**src/rtl/ccx_emem_bridge.sv**
```systemverilog
// ccx_emem_bridge: converts the core's single-phase req/gnt memory port into a split request/response bus.
// One transaction in flight. The completion watchdog and DRAIN path exist only when CCX_EMEM_TIMEOUT_EN is defined.
module ccx_emem_bridge #(
  parameter int          AW             = 39,
  parameter int          DW             = 64,
  parameter int unsigned TIMEOUT_CYCLES = 256
) (
  input  logic            g_clk,
  input  logic            g_reset,
  input  logic            s_req,
  input  logic [AW-1:0]   s_addr,
  input  logic            s_wen,
  input  logic [DW/8-1:0] s_strb,
  input  logic [DW-1:0]   s_wdata,
  output logic            s_gnt,
  output logic            s_err,
  output logic [DW-1:0]   s_rdata,
  output logic            m_req,
  output logic [AW-1:0]   m_addr,
  output logic            m_wen,
  output logic [DW/8-1:0] m_strb,
  output logic [DW-1:0]   m_wdata,
  input  logic            m_ack,
  input  logic            m_rvalid,
  input  logic            m_rerr,
  input  logic [DW-1:0]   m_rdata,
  output logic            busy,
  output logic            tmo_evt
);

  typedef enum logic [2:0] {
    ST_IDLE,
    ST_REQ,
    ST_WAIT,
    ST_RESP,
    ST_DRAIN
  } state_t;

  state_t            r_state;
  logic              r_to_drain;
  logic              r_m_req;
  logic [AW-1:0]     r_m_addr;
  logic              r_m_wen;
  logic [DW/8-1:0]   r_m_strb;
  logic [DW-1:0]     r_m_wdata;
  logic              r_s_gnt;
  logic              r_s_err;
  logic [DW-1:0]     r_s_rdata;
  logic              r_busy;
  logic              r_tmo_evt;
  logic              w_expire;

`ifdef CCX_EMEM_TIMEOUT_EN
  localparam int            CW    = $clog2(TIMEOUT_CYCLES + 1);
  localparam logic [CW-1:0] LIMIT = CW'(TIMEOUT_CYCLES - 1);

  logic [CW-1:0] r_cnt;

  // Saturates at LIMIT so an ack on the expiry cycle still expires on the first WAIT cycle.
  always_ff @(posedge g_clk or posedge g_reset) begin
    if (g_reset) begin
      r_cnt <= '0;
    end else begin
      case (r_state)
        ST_REQ, ST_WAIT, ST_DRAIN: if (r_cnt != LIMIT) r_cnt <= r_cnt + 1'b1;
        default:                   r_cnt <= '0;
      endcase
    end
  end

  assign w_expire = (r_cnt == LIMIT);
`else
  logic [31:0] w_unused_tmo;
  assign w_unused_tmo = TIMEOUT_CYCLES;
  assign w_expire     = 1'b0;
`endif

  always_ff @(posedge g_clk or posedge g_reset) begin
    if (g_reset) begin
      r_state    <= ST_IDLE;
      r_to_drain <= 1'b0;
      r_m_req    <= 1'b0;
      r_m_addr   <= '0;
      r_m_wen    <= 1'b0;
      r_m_strb   <= '0;
      r_m_wdata  <= '0;
      r_s_gnt    <= 1'b0;
      r_s_err    <= 1'b0;
      r_s_rdata  <= '0;
      r_busy     <= 1'b0;
      r_tmo_evt  <= 1'b0;
    end else begin
      r_s_gnt   <= 1'b0;
      r_s_err   <= 1'b0;
      r_tmo_evt <= 1'b0;
      case (r_state)
        ST_IDLE: begin
          if (s_req) begin
            r_m_addr  <= s_addr;
            r_m_wen   <= s_wen;
            r_m_strb  <= s_strb;
            r_m_wdata <= s_wdata;
            r_m_req   <= 1'b1;
            r_busy    <= 1'b1;
            r_state   <= ST_REQ;
          end
        end
        ST_REQ: begin
          if (m_ack) begin
            r_m_req <= 1'b0;
            if (m_rvalid) begin
              r_s_rdata <= m_rdata;
              r_s_err   <= m_rerr;
              r_s_gnt   <= 1'b1;
              r_state   <= ST_RESP;
            end else begin
              r_state <= ST_WAIT;
            end
          end else if (w_expire) begin
            // Nothing accepted the request, so it is simply abandoned.
            r_m_req   <= 1'b0;
            r_s_rdata <= '0;
            r_s_err   <= 1'b1;
            r_s_gnt   <= 1'b1;
            r_tmo_evt <= 1'b1;
            r_state   <= ST_RESP;
          end
        end
        ST_WAIT: begin
          if (m_rvalid) begin
            r_s_rdata <= m_rdata;
            r_s_err   <= m_rerr;
            r_s_gnt   <= 1'b1;
            r_state   <= ST_RESP;
          end else if (w_expire) begin
            // The fabric owes us a response; swallow it in DRAIN so it cannot hit the next request.
            r_s_rdata  <= '0;
            r_s_err    <= 1'b1;
            r_s_gnt    <= 1'b1;
            r_tmo_evt  <= 1'b1;
            r_to_drain <= 1'b1;
            r_state    <= ST_RESP;
          end
        end
        ST_RESP: begin
          r_to_drain <= 1'b0;
          if (r_to_drain) begin
            r_state <= ST_DRAIN;
          end else begin
            r_state <= ST_IDLE;
            r_busy  <= 1'b0;
          end
        end
        ST_DRAIN: begin
          if (m_rvalid || w_expire) begin
            r_state <= ST_IDLE;
            r_busy  <= 1'b0;
          end
        end
        default: begin
          r_state <= ST_IDLE;
          r_busy  <= 1'b0;
        end
      endcase
    end
  end

  assign s_gnt   = r_s_gnt;
  assign s_err   = r_s_err;
  assign s_rdata = r_s_rdata;
  assign m_req   = r_m_req;
  assign m_addr  = r_m_addr;
  assign m_wen   = r_m_wen;
  assign m_strb  = r_m_strb;
  assign m_wdata = r_m_wdata;
  assign busy    = r_busy;
  assign tmo_evt = r_tmo_evt;

endmodule
```
**config.mk**
```make
export PLATFORM = sky130hd
export DESIGN_NAME = ccx_emem_bridge
export DESIGN_NICKNAME = d
export VERILOG_FILES = /design/src/rtl/ccx_emem_bridge.sv
export SDC_FILE = /design/constraint.sdc
export NUM_CORES = 1
export LEC_CHECK = 0
export CAP_MARGIN = 15
export CORE_UTILIZATION = 36
export CTS_CLUSTER_DIAMETER = 100
export DETAILED_ROUTE_END_ITERATION = 6
export PLACE_DENSITY_LB_ADDON = 0.12
export REMOVE_ABC_BUFFERS = 1
export SYNTH_ARGS = -nofsm -noshare
export SYNTH_HDL_FRONTEND = slang
export SYNTH_SLANG_ARGS = --single-unit
export TNS_END_PERCENT = 5
```
**constraint.sdc**
```tcl
create_clock -name g_clk -period 6.95 [get_ports g_clk]
set_clock_uncertainty 0.05 [all_clocks]
set_input_delay 2.085 -clock g_clk [delete_from_list [all_inputs] [get_ports g_clk]]
set_output_delay 2.085 -clock g_clk [all_outputs]
set_load 0.005 [all_outputs]
```
# ---- Word level (Yosys, flattened, before mapping)
# Index checks and enable logic that the tools add are counted.
# W data, S select, Z words.
dict set report op_classes {
  eq_ne 7
  mux 20
  bitwise_logic 1
  n_reduce_logical 9
}
# cell count
set op_table {}
lappend op_table {{$mux W64} 2}
lappend op_table {{$pmux W64 S2} 1}
lappend op_table {{$mux W3} 4}
lappend op_table {{$pmux W3 S4} 1}
lappend op_table {{$mux W1} 8}
lappend op_table {{$ne A2 B2 Y1 const B} 4}
lappend op_table {{$pmux W1 S2} 3}
lappend op_table {{$reduce_and A3 Y1} 2}
lappend op_table {{$reduce_and A2 Y1} 2}
lappend op_table {{$reduce_and A4 Y1} 1}
lappend op_table {{$reduce_bool A2 Y1} 2}
lappend op_table {{$eq A3 B1 Y1 const B} 1}
lappend op_table {{$eq A3 B2 Y1 const B} 1}
lappend op_table {{$eq A3 B3 Y1 const B} 1}
lappend op_table {{$logic_not A3 Y1} 1}
lappend op_table {{$pmux W1 S3} 1}
lappend op_table {{$reduce_or A2 Y1} 1}
lappend op_table {{$not A1 Y1} 1}
dict set report totals {
  reg_bits 183
  inputBits 182
  out_inout_bits 181
  wordCells 47
}

# ---- Longest topological paths before layout
dict set report depth {
  depth_word 4
  depth_mapped 6
  mapped_depth_nobuf 5
}

# ---- Least setup slack after synthesis
# OpenSTA, ideal clock, no wires.
dict set report synth_timing {
  path_type {input to register}
  from {input m_ack}
  to {register r_s_rdata[0] (netlist: s_rdata[0])}
  setup_ps 125
  arrival_time_ps 2948
  t_required_ps 6775
  path_slack_ps 3827
  stages 4
  path_buffers 1
  cell_sequence {mux2_4 -> nand2_8 -> buf_12 -> mux2_4}
}
dict set report synth_between {
  elab_chain_len 2
}
# element line
set synth_lines {}
lappend synth_lines {{from (decl)} 23} ;# input logic m_ack,
lappend synth_lines {{$ne A2 B2 Y1 (no line)} --}
lappend synth_lines {{$reduce_and A2 Y1 (no line)} --}
lappend synth_lines {{to (signal assigned)} 112} ;# r_s_rdata <= m_rdata;
lappend synth_lines {{to (signal assigned)} 131} ;# r_s_rdata <= m_rdata;
lappend synth_lines {{to (decl)} 48} ;# logic [DW-1:0] r_s_rdata;
# No other way between the ends.
# A chain may end at the register's enable or synchronous reset.

# ---- Final worst setup path
dict set report layout_timing {
  from {input s_req}
  to {register r_m_addr[38] (netlist: m_addr[38])}
}
dict set report layout_between {
  elab_chain_len 1
}
# element line
set layout_lines {}
lappend layout_lines {{from (decl)} 10} ;# input logic s_req,
lappend layout_lines {{$reduce_and A2 Y1 (no line)} --}
lappend layout_lines {{to (signal assigned)} 99} ;# r_m_addr <= s_addr;
lappend layout_lines {{to (decl)} 42} ;# logic [AW-1:0] r_m_addr;
# No other way between the ends.

==> impl_metrics.json <==
{
  "setup_crit_path_kind": "in -> reg",
  "clock_tree.root_cell": "sky130_fd_sc_hd__clkbuf_16",
  "fin_cells": 1053,
  "rsz0062_at_grt": "false",
  "first_iter_violations": 134,
  "layout.nets": 962,
  "setup_viol": 0,
  "top_level_ports": 363,
  "tritoncts.num_buffers": 17,
  "share_of_cells_above_drive_strength_1_pct": 27.4,
  "post_dp_area_sq_um": 11000,
  "clock_sinks": 182,
  "async_sr_flop_fraction_pct": 100,
  "critical_path.startpoint_type": "input pin",
  "drt_wl_total_microns": 19100,
  "initial_antenna_violation_count": 0,
  "post_placement_worst_setup_slack_ns": 2.39,
  "grt_first_pass_wirelength_microns": 28200,
  "ys.flop_type": "sky130_fd_sc_hd__dfrtp_1",
  "detail_route.vias_per_cell": 4.53,
  "synth.cell_area_sq_um": 7220,
  "sequential_element_share_of_the_synthesized_area_pct": 63.1,
  "final_min_period_over_clock_period_pct": 58.7,
  "ys_seq_elements": 182,
  "placement_rows": 51,
  "layout_setup_ws_ns": 2.87,
  "place_congestion": 0.749,
  "final_min_period_ns": 4.08,
  "synth_most_common_cell": "sky130_fd_sc_hd__dfrtp_1",
  "post_synth_most_frequent_cells": "182 x sky130_fd_sc_hd__dfrtp_1, 118 x sky130_fd_sc_hd__mux2_2, 61 x sky130_fd_sc_hd__mux2_4",
  "clkTransAtPathRegs_ns": 0.07,
  "cts_hold_buf": 0,
  "post_synth_num_cell_types": 24,
  "max-cap-violations": 0,
  "cts_htree_levels": 4,
  "insertion_delay_ns": 0.42,
  "number_of_global_route_vias_before_repair": 5091,
  "worstSetupEndpointType": "flip-flop",
  "die_w_microns": 144,
  "floorplan.initialDensity_pct": 36.8,
  "final_cell_area_sq_um": 11600,
  "critical_path.max_fanout": 77,
  "synth_top_area_share_pct": 63.1,
  "outcome": "completed",
  "report.final.hold_viol_count": 0,
  "drc": 0,
  "synth_top_cell_by_area": "sky130_fd_sc_hd__dfrtp_1",
  "ir_drop_mv": 0.221,
  "pin_count_of_the_biggest_net_entering_global_routing": 103,
  "syn_to_final_growth_pct": 60.5,
  "die-area_sq_um": 20600,
  "tritoncts": "done",
  "holdCritPathClass": "reg -> reg",
  "vias": 4765,
  "die_y_microns": 144,
  "placed_cells": 1020,
  "finalMaxSlewViolations": 0,
  "postCtsSetupBuffers": 0,
  "cp.required_ns": 7.20,
  "power_leakage_nw": 5.01,
  "max_slew.worst_pin.slew_ns": 1.05,
  "synth_enable_flop_cells": 0,
  "max-slew-margin-rel_pct": 29.7,
  "pwr_density_cell_nw_per_um2": 452,
  "data_arrival_at_the_endpoint_of_the_critical_path_ns": 4.33,
  "grt.overflow.total": 0,
  "drtAntennaViolNets": 0,
  "core-area_sq_um": 19600,
  "achievable-frequency_ghz": 0.245,
  "fin_tns_setup_ns": 0,
  "synthesis.yosys.warnings": 0,
  "top_cells_by_area_in_the_synthesized_netlist": "sky130_fd_sc_hd__dfrtp_1 63%, sky130_fd_sc_hd__mux2_2 18%, sky130_fd_sc_hd__mux2_4 13%",
  "cts-root-to-sink-buffers": 2,
  "dpl.hpwl_microns": 14200,
  "placement.io_buffers": 361,
  "postSynthAreaPerCell_sq_um": 17.6,
  "drt_pass1_iterations": 5,
  "groute.usage.overall_pct": 18.4,
  "wl_per_cell_microns": 18.1,
  "syn-instance-count": 411,
  "power_mw": 5.23,
  "postCtsResizedCells": 0
}
==> report_power, final <==
group	internal [mW]	switching [mW]
logic	1.67	0.728
clock network	0.503	0.432
registers	1.61	0.290
total	3.78	1.45
==> worst paths after layout <==
kind	cells after the start	to	slack, ns	from
max in group asynchronous	3	m_wdata[12]	3.66	g_reset
worst max-delay path	4	m_addr[38]	2.87	s_req
min in group asynchronous	2	m_addr[11]	2.09	g_reset
worst min register to register	1	m_addr[36]	0.45	m_addr[36]
worst max register to register	5	m_addr[38]	4.19	r_state[0]
worst min-delay path	1	m_addr[36]	0.45	m_addr[36]
==> flip-flops by register name, indices dropped and copies added, names as in the netlist <==
signal   cells
m_wdata     64
s_rdata     64
m_addr      39
m_strb       8
r_state      2
busy         1
m_req        1
m_wen        1
s_err        1
s_gnt        1
==> kinds of logic (layout without fill, tap and decap cells) <==
family                     count (synthesis)  in the layout  share of synthesized area [%]
AOI/OAI and AO/OA                          8              8                          0.850
DFF                                      182            182                           63.1
buffers and inverters                     24            400                           2.86
muxes                                    179            179                           31.1
and+or+nand+nor                           11             11                           1.01
other                                      1              2                         0.0520
adders and majority gates                  6              6                           1.04
==> area by class of cell <==
class	instances	area, sq um
Antenna cell	1	2.50
Clock buffer	18	429
Clock inverter	14	140
Fill cell	1591	8000
Inverter	5	23.8
Multi-Input combinational cell	205	2460
Sequential cell	182	4550
Tap cell	265	332
Timing Repair Buffer	363	3640
==> per-layer routing <==
metal	global-route usage (%)	part of all wire, %
met1	20.0	37
met2	31.5	50
met4	6.38	1.4
met5	0	0
met3	8.33	11
==> cells in the final DEF, fill, tap and decap left out, types with 2 or more instances in the layout <==
master	Yosys	final
sky130_fd_sc_hd__nor2_1	3	3
sky130_fd_sc_hd__inv_6	0	4
sky130_fd_sc_hd__inv_1	5	4
sky130_fd_sc_hd__mux2_4	61	61
sky130_fd_sc_hd__clkinvlp_4	0	6
sky130_fd_sc_hd__ha_1	6	6
sky130_fd_sc_hd__a21oi_1	2	2
sky130_fd_sc_hd__inv_8	0	3
sky130_fd_sc_hd__clkbuf_16	0	17
sky130_fd_sc_hd__mux2_2	118	118
sky130_fd_sc_hd__clkdlybuf4s50_1	0	361
sky130_fd_sc_hd__dfrtp_1	182	182
==> per-stage QoR <==
stage | hold slack, ns | util (%)
after floorplan | 0.448 | -
after global placement | 0.437 | 56.2
after detailed placement | 0.442 | 56.2
after CTS | 0.457 | 59.1
after global routing | 0.465 | 59.1
final | 0.453 | 59.1
==> worst max-delay path: stages <==
cell and delay [ns]:
sky130_fd_sc_hd__clkdlybuf4s50_1 0.48, sky130_fd_sc_hd__nand2_4 0.73, sky130_fd_sc_hd__buf_4 0.56, sky130_fd_sc_hd__mux2_2 0.39
Power figures use the tool's default switching activity.
